### src/rtl/mem_access_unit.sv
// Memory-access stage: drives the data RAM over a req/ack handshake and feeds the Mem/WB register.
// Optional `MEM_TIMEOUT_EN` aborts an access after TIMEOUT WAIT cycles and pulses mem_err.
module mem_access_unit #(
  parameter int unsigned DATA_W  = 10,
  parameter int unsigned ADDR_W  = 8,
  parameter int unsigned TIMEOUT = 15
) (
  input  logic              clk,
  input  logic              reset,
  input  logic              exe_valid,
  input  logic              exe_is_load,
  input  logic              exe_is_store,
  input  logic [ADDR_W-1:0] exe_addr,
  input  logic [DATA_W-1:0] exe_wdata,
  input  logic [DATA_W-1:0] exe_alu,
  input  logic              exe_gp_reg_wb,
  output logic              ram_req,
  output logic              ram_we,
  output logic [ADDR_W-1:0] ram_addr,
  output logic [DATA_W-1:0] ram_wdata,
  input  logic              ram_ack,
  input  logic [DATA_W-1:0] ram_rdata,
  output logic              stall,
  output logic [DATA_W-1:0] wb_rdata,
  output logic              wb_gp_reg_wb,
  output logic              mem_err
);

  typedef enum logic [1:0] {
    S_IDLE = 2'd0,
    S_WAIT = 2'd1,
    S_DONE = 2'd2
  } state_t;

  if (TIMEOUT < 1) begin : g_bad_timeout
    $error("mem_access_unit: TIMEOUT must be >= 1");
  end

  state_t              r_state;
  logic                r_req;
  logic                r_we;
  logic [ADDR_W-1:0]   r_addr;
  logic [DATA_W-1:0]   r_wdata;
  logic [DATA_W-1:0]   r_rdata_q;
  logic                r_wb_q;
  logic                w_mem_op;
  logic                w_store_only;

  assign w_mem_op     = exe_valid & (exe_is_load | exe_is_store);
  assign w_store_only = exe_is_store & ~exe_is_load;

`ifdef MEM_TIMEOUT_EN
  localparam int unsigned CNT_W = $clog2(TIMEOUT + 1);

  logic [CNT_W-1:0] r_wait_cnt;
  logic             r_mem_err;
  logic             w_timeout;

  // Counter holds the number of completed WAIT cycles, so TIMEOUT-1 marks the last allowed one.
  assign w_timeout = (r_wait_cnt == CNT_W'(TIMEOUT - 1));
  assign mem_err   = r_mem_err;
`else
  assign mem_err   = 1'b0;
`endif

  always_ff @(posedge clk or negedge reset) begin
    if (!reset) begin
      r_state    <= S_IDLE;
      r_req      <= 1'b0;
      r_we       <= 1'b0;
      r_addr     <= '0;
      r_wdata    <= '0;
      r_rdata_q  <= '0;
      r_wb_q     <= 1'b0;
`ifdef MEM_TIMEOUT_EN
      r_wait_cnt <= '0;
      r_mem_err  <= 1'b0;
`endif
    end else begin
      case (r_state)
        S_IDLE: begin
          if (w_mem_op) begin
            r_addr  <= exe_addr;
            r_wdata <= exe_wdata;
            r_we    <= w_store_only;
            r_wb_q  <= exe_gp_reg_wb & exe_is_load;
            r_req   <= 1'b1;
            r_state <= S_WAIT;
`ifdef MEM_TIMEOUT_EN
            r_wait_cnt <= '0;
`endif
          end
        end
        S_WAIT: begin
`ifdef MEM_TIMEOUT_EN
          r_wait_cnt <= r_wait_cnt + 1'b1;
`endif
          if (ram_ack) begin
            r_req   <= 1'b0;
            r_state <= S_DONE;
            if (!r_we) begin
              r_rdata_q <= ram_rdata;
            end
          end
`ifdef MEM_TIMEOUT_EN
          else if (w_timeout) begin
            r_req     <= 1'b0;
            r_mem_err <= 1'b1;
            r_wb_q    <= 1'b0;
            r_state   <= S_DONE;
          end
`endif
        end
        S_DONE: begin
          r_state <= S_IDLE;
`ifdef MEM_TIMEOUT_EN
          r_wait_cnt <= '0;
          r_mem_err  <= 1'b0;
`endif
        end
        default: begin
          r_state <= S_IDLE;
        end
      endcase
    end
  end

  assign ram_req   = r_req;
  assign ram_we    = r_we;
  assign ram_addr  = r_addr;
  assign ram_wdata = r_wdata;

  // IDLE passes the execute result straight through; DONE presents the captured access result.
  always_comb begin
    stall        = 1'b0;
    wb_rdata     = exe_alu;
    wb_gp_reg_wb = 1'b0;
    case (r_state)
      S_IDLE: begin
        stall        = w_mem_op;
        wb_rdata     = exe_alu;
        wb_gp_reg_wb = exe_valid & exe_gp_reg_wb & ~w_mem_op;
      end
      S_WAIT: begin
        stall        = 1'b1;
        wb_rdata     = r_rdata_q;
        wb_gp_reg_wb = 1'b0;
      end
      S_DONE: begin
        stall        = 1'b0;
        wb_rdata     = r_rdata_q;
        wb_gp_reg_wb = r_wb_q;
      end
      default: begin
        stall        = 1'b0;
        wb_rdata     = exe_alu;
        wb_gp_reg_wb = 1'b0;
      end
    endcase
  end

endmodule
### config.mk
export PLATFORM = sky130hd
export DESIGN_NAME = mem_access_unit
export DESIGN_NICKNAME = d
export VERILOG_FILES = /design/src/rtl/mem_access_unit.sv
export SDC_FILE = /design/constraint.sdc
export NUM_CORES = 1
export LEC_CHECK = 0
export ABC_CLOCK_PERIOD_IN_PS = 2000
export CAP_MARGIN = 25
export CORE_MARGIN = 2
export CORE_UTILIZATION = 39
export DETAILED_ROUTE_END_ITERATION = 10
export GPL_TIMING_DRIVEN = 0
export HOLD_SLACK_MARGIN = 0.03
export PLACE_DENSITY = 0.78
export SETUP_SLACK_MARGIN = 0.2
export SLEW_MARGIN = 20
export SYNTH_ARGS = -nofsm -noshare
export SYNTH_HDL_FRONTEND = slang
export SYNTH_SLANG_ARGS = --single-unit
export TNS_END_PERCENT = 5
### constraint.sdc
create_clock -name clk -period 2 [get_ports clk]
set_input_delay 0.3 -clock clk [delete_from_list [all_inputs] [get_ports clk]]
set_output_delay 0.3 -clock clk [all_outputs]
set_load 0.02 [all_outputs]
==> results.ini <==
[cts]
cts_tree=built
cts-root-buf=clkbuf_8
cts_buffer_depth=2
htreeDepth=2
cts_hold_buf=0
numCtsBuffers=5
insertion_delay_ns=0.28
clkSinkCount=33
clk_pin_slew_ns=0.07

[floorplanning]
die_h_um=66.7
core_mm2=0.00372
start_util_pct=41.2
pin_count=78
num_rows=22
die_x_um=66.7
dieArea_mm2=0.00444

[power_and_ir_drop]
p_per_area_mw_per_mm2=1830
vdd_ir_drop_max_v=0.00119
p_leak_uw=0.00119

[timing]
fin_tns_setup_ns=0
setup_slack_ns=0.0966
fin_worst_skew_ns=0.00404
period_share_pct=95.2
slew_headroom_pct=51.7
hold_viol_final=0
worst_slew_pin_slew_ns=0.724
maxSlewViolCount=0
fin_crit_ns=1.90
hold_slack_ns=0.0656
rsz0062_at_grt=true
max_freq_mhz=525
setup_viol=0

[routing]
viasPerCell=4.79
drtIter0Drc=21
top_layer=met4
wire_per_inst_um=15.7
vias=1135
met3_wirelength_um=289
totalWireLength_um=3730
drtAntennaViolNets=0
wl_met2_um=1830
wl_met1_um=1550
dr.pass1.iters=4
drcViolationCount=0

[yosys]
ys_seq_area_share_pct=53.9
syn_area_mm2=0.00153
synth_cell_types=23
yosysTopAreaCell=dfrtp_1
synth_most_common_cell=dfrtp_1
netlist.area_leader.share_pct=53.9
yosys_register_bits=33
ys.flop_type=dfrtp_1
syn_inst=101
synthSimpleGateAreaFrac_pct=2.29
async_flop_share_pct=100
synth_top_family_by_area=multiplexers
muxShareOfSynthArea_pct=31.6
synth_xor_area_share_pct=0
synth.area.top_cells=dfrtp_1, mux2_2, mux2_4, ha_1, buf_6
synth_fa_ha_area_share_pct=2.45
synth_edf_count=0
yosysWarnings=0
avgSynthCellArea_um2=15.2
synth_compound_area_share_pct=6.13
syn_nets=149
synthTopCellsByCount=dfrtp_1, mux2_2, mux2_4

[placement]
place_congestion=0.674
io_buffer_count=76
placed_cells=225
dp_hpwl_um=2620
place_ws_ns=-0.412
dpl_cell_area_mm2=0.00235

[setup_path]
cp_max_fo=5
path_class=register to output port
worstPathRequired_ns=1.70
arrival_ns=1.60
worst_setup_path_end_kind=output port
start_kind=register

[final_layout]
finalNonFillerCells=237
drive_gt1_share_pct=38.1
finalNetCount=236
fin_area_mm2=0.00257
syn_to_final_growth_pct=67.8
num_antenna_cells=0
n_fill_cell=289

[global_routing]
overflow=0
grt_util_all_layers_pct=17.9
grt_pass1_vias=1288
antenna_found_initial=0
grt_start_max_net_pins=34
grt_pass1_wl_um=5760

[run_status]
status=finished clean

[hold_path]
hold_class=input pin to async pin

[flow_run]
maxCapViolations=0

[registers in the layout, summed over array words and instances, names as in the netlist]
name,count
ram_wdata,10
ram_addr,8
r_wb_q,1
ram_req,1
ram_we,1
r_state,2
r_rdata_q,10
[worst paths after layout]
| check | start | to | slack (ns) | depth (start not counted) |
|---|---|---|---|---|
| worst max-delay path | r_state[1] | wb_rdata[6] | 0.1 | 5 |
| worst min-delay path | reset | ram_addr[5] | 0.07 | 1 |
| worst max register to register | r_state[0] | r_rdata_q[0] | 0.38 | 5 |
| worst min register to register | r_wb_q | r_wb_q | 0.51 | 2 |
| max in group asynchronous | reset | ram_addr[7] | 1.46 | 1 |
| min in group clk | exe_is_load | ram_we | 0.47 | 2 |
[logic make-up (layout without fill, tap and decap cells)]
logic type                 after synthesis  in the layout
muxes                                   38             38
DFF                                     33             33
AOI/OAI and AO/OA                       12             12
buffers and inverters                    8             96
and+or+nand+nor                          6              6
adders and majority gates                3              3
other                                    1              1
[power breakdown]
part / leakage (uW) / internal (uW) / total [uW] / switching, uW
sequential: 0.000391 / 1010 / 1210 / 198
combinational: 0.000738 / 1670 / 2860 / 1190
clock: 0.0000585 / 406 / 645 / 239
total: 0.00119 / 3090 / 4710 / 1620
[routing by layer]
layer / GRT usage [%] / vias up
li1: - / 532
met1: 20.4 / 555
met2: 29.9 / 42
met3: 7.43 / 6
met4: 6.89 / 0
met5: 0 / -
[worst max-delay path, cell delays in order (launching register included)]
cell	delay [ns]
dfrtp_1	0.38
inv_2	0.07
ha_4	0.29
clkbuf_16	0.15
mux2_4	0.30
buf_6	0.13
[layout make-up]
type | instances | area, um^2 | area share, %
inverter | 3 | 11.3 | 0.438
sequential | 33 | 826 | 32.1
multi-input combinational | 60 | 704 | 27.4
tap | 48 | 60.1 | 2.34
clock inverter | 1 | 30.0 | 1.17
clock buffer | 7 | 86.3 | 3.36
buffer | 5 | 50.0 | 1.95
timing repair buffer | 80 | 802 | 31.2
[cells in the final DEF (no fill, tap or decap), types with 2 or more instances in the layout]
master           instances
a31oi_1                  2
buf_2                    4
buf_4                    4
buf_6                   12
clkbuf_8                 6
clkdlybuf4s50_1         60
dfrtp_1                 33
dlygate4sd2_1            3
ha_1                     2
inv_2                    2
mux2_2                  13
mux2_4                  25
nand2_1                  2
o21ai_0                  3
[through the flow]
stage / power (uW) / util [%]
2_1_floorplan: 2610 / -
3_3_place_gp: 3570 / 63.3
3_5_place_dp: 3630 / 63.2
4_1_cts: 4290 / 66.0
5_1_grt: 4950 / 69.2
6_report: 4710 / 69.2
[what timing repair did]
item,4_1_cts,5_1_grt
setup buffers,2,1
gates cloned,0,1
pin swaps,0,1
setup endpoints to repair,12,12
gates resized for setup,57,32
Power figures use the tool's default switching activity.
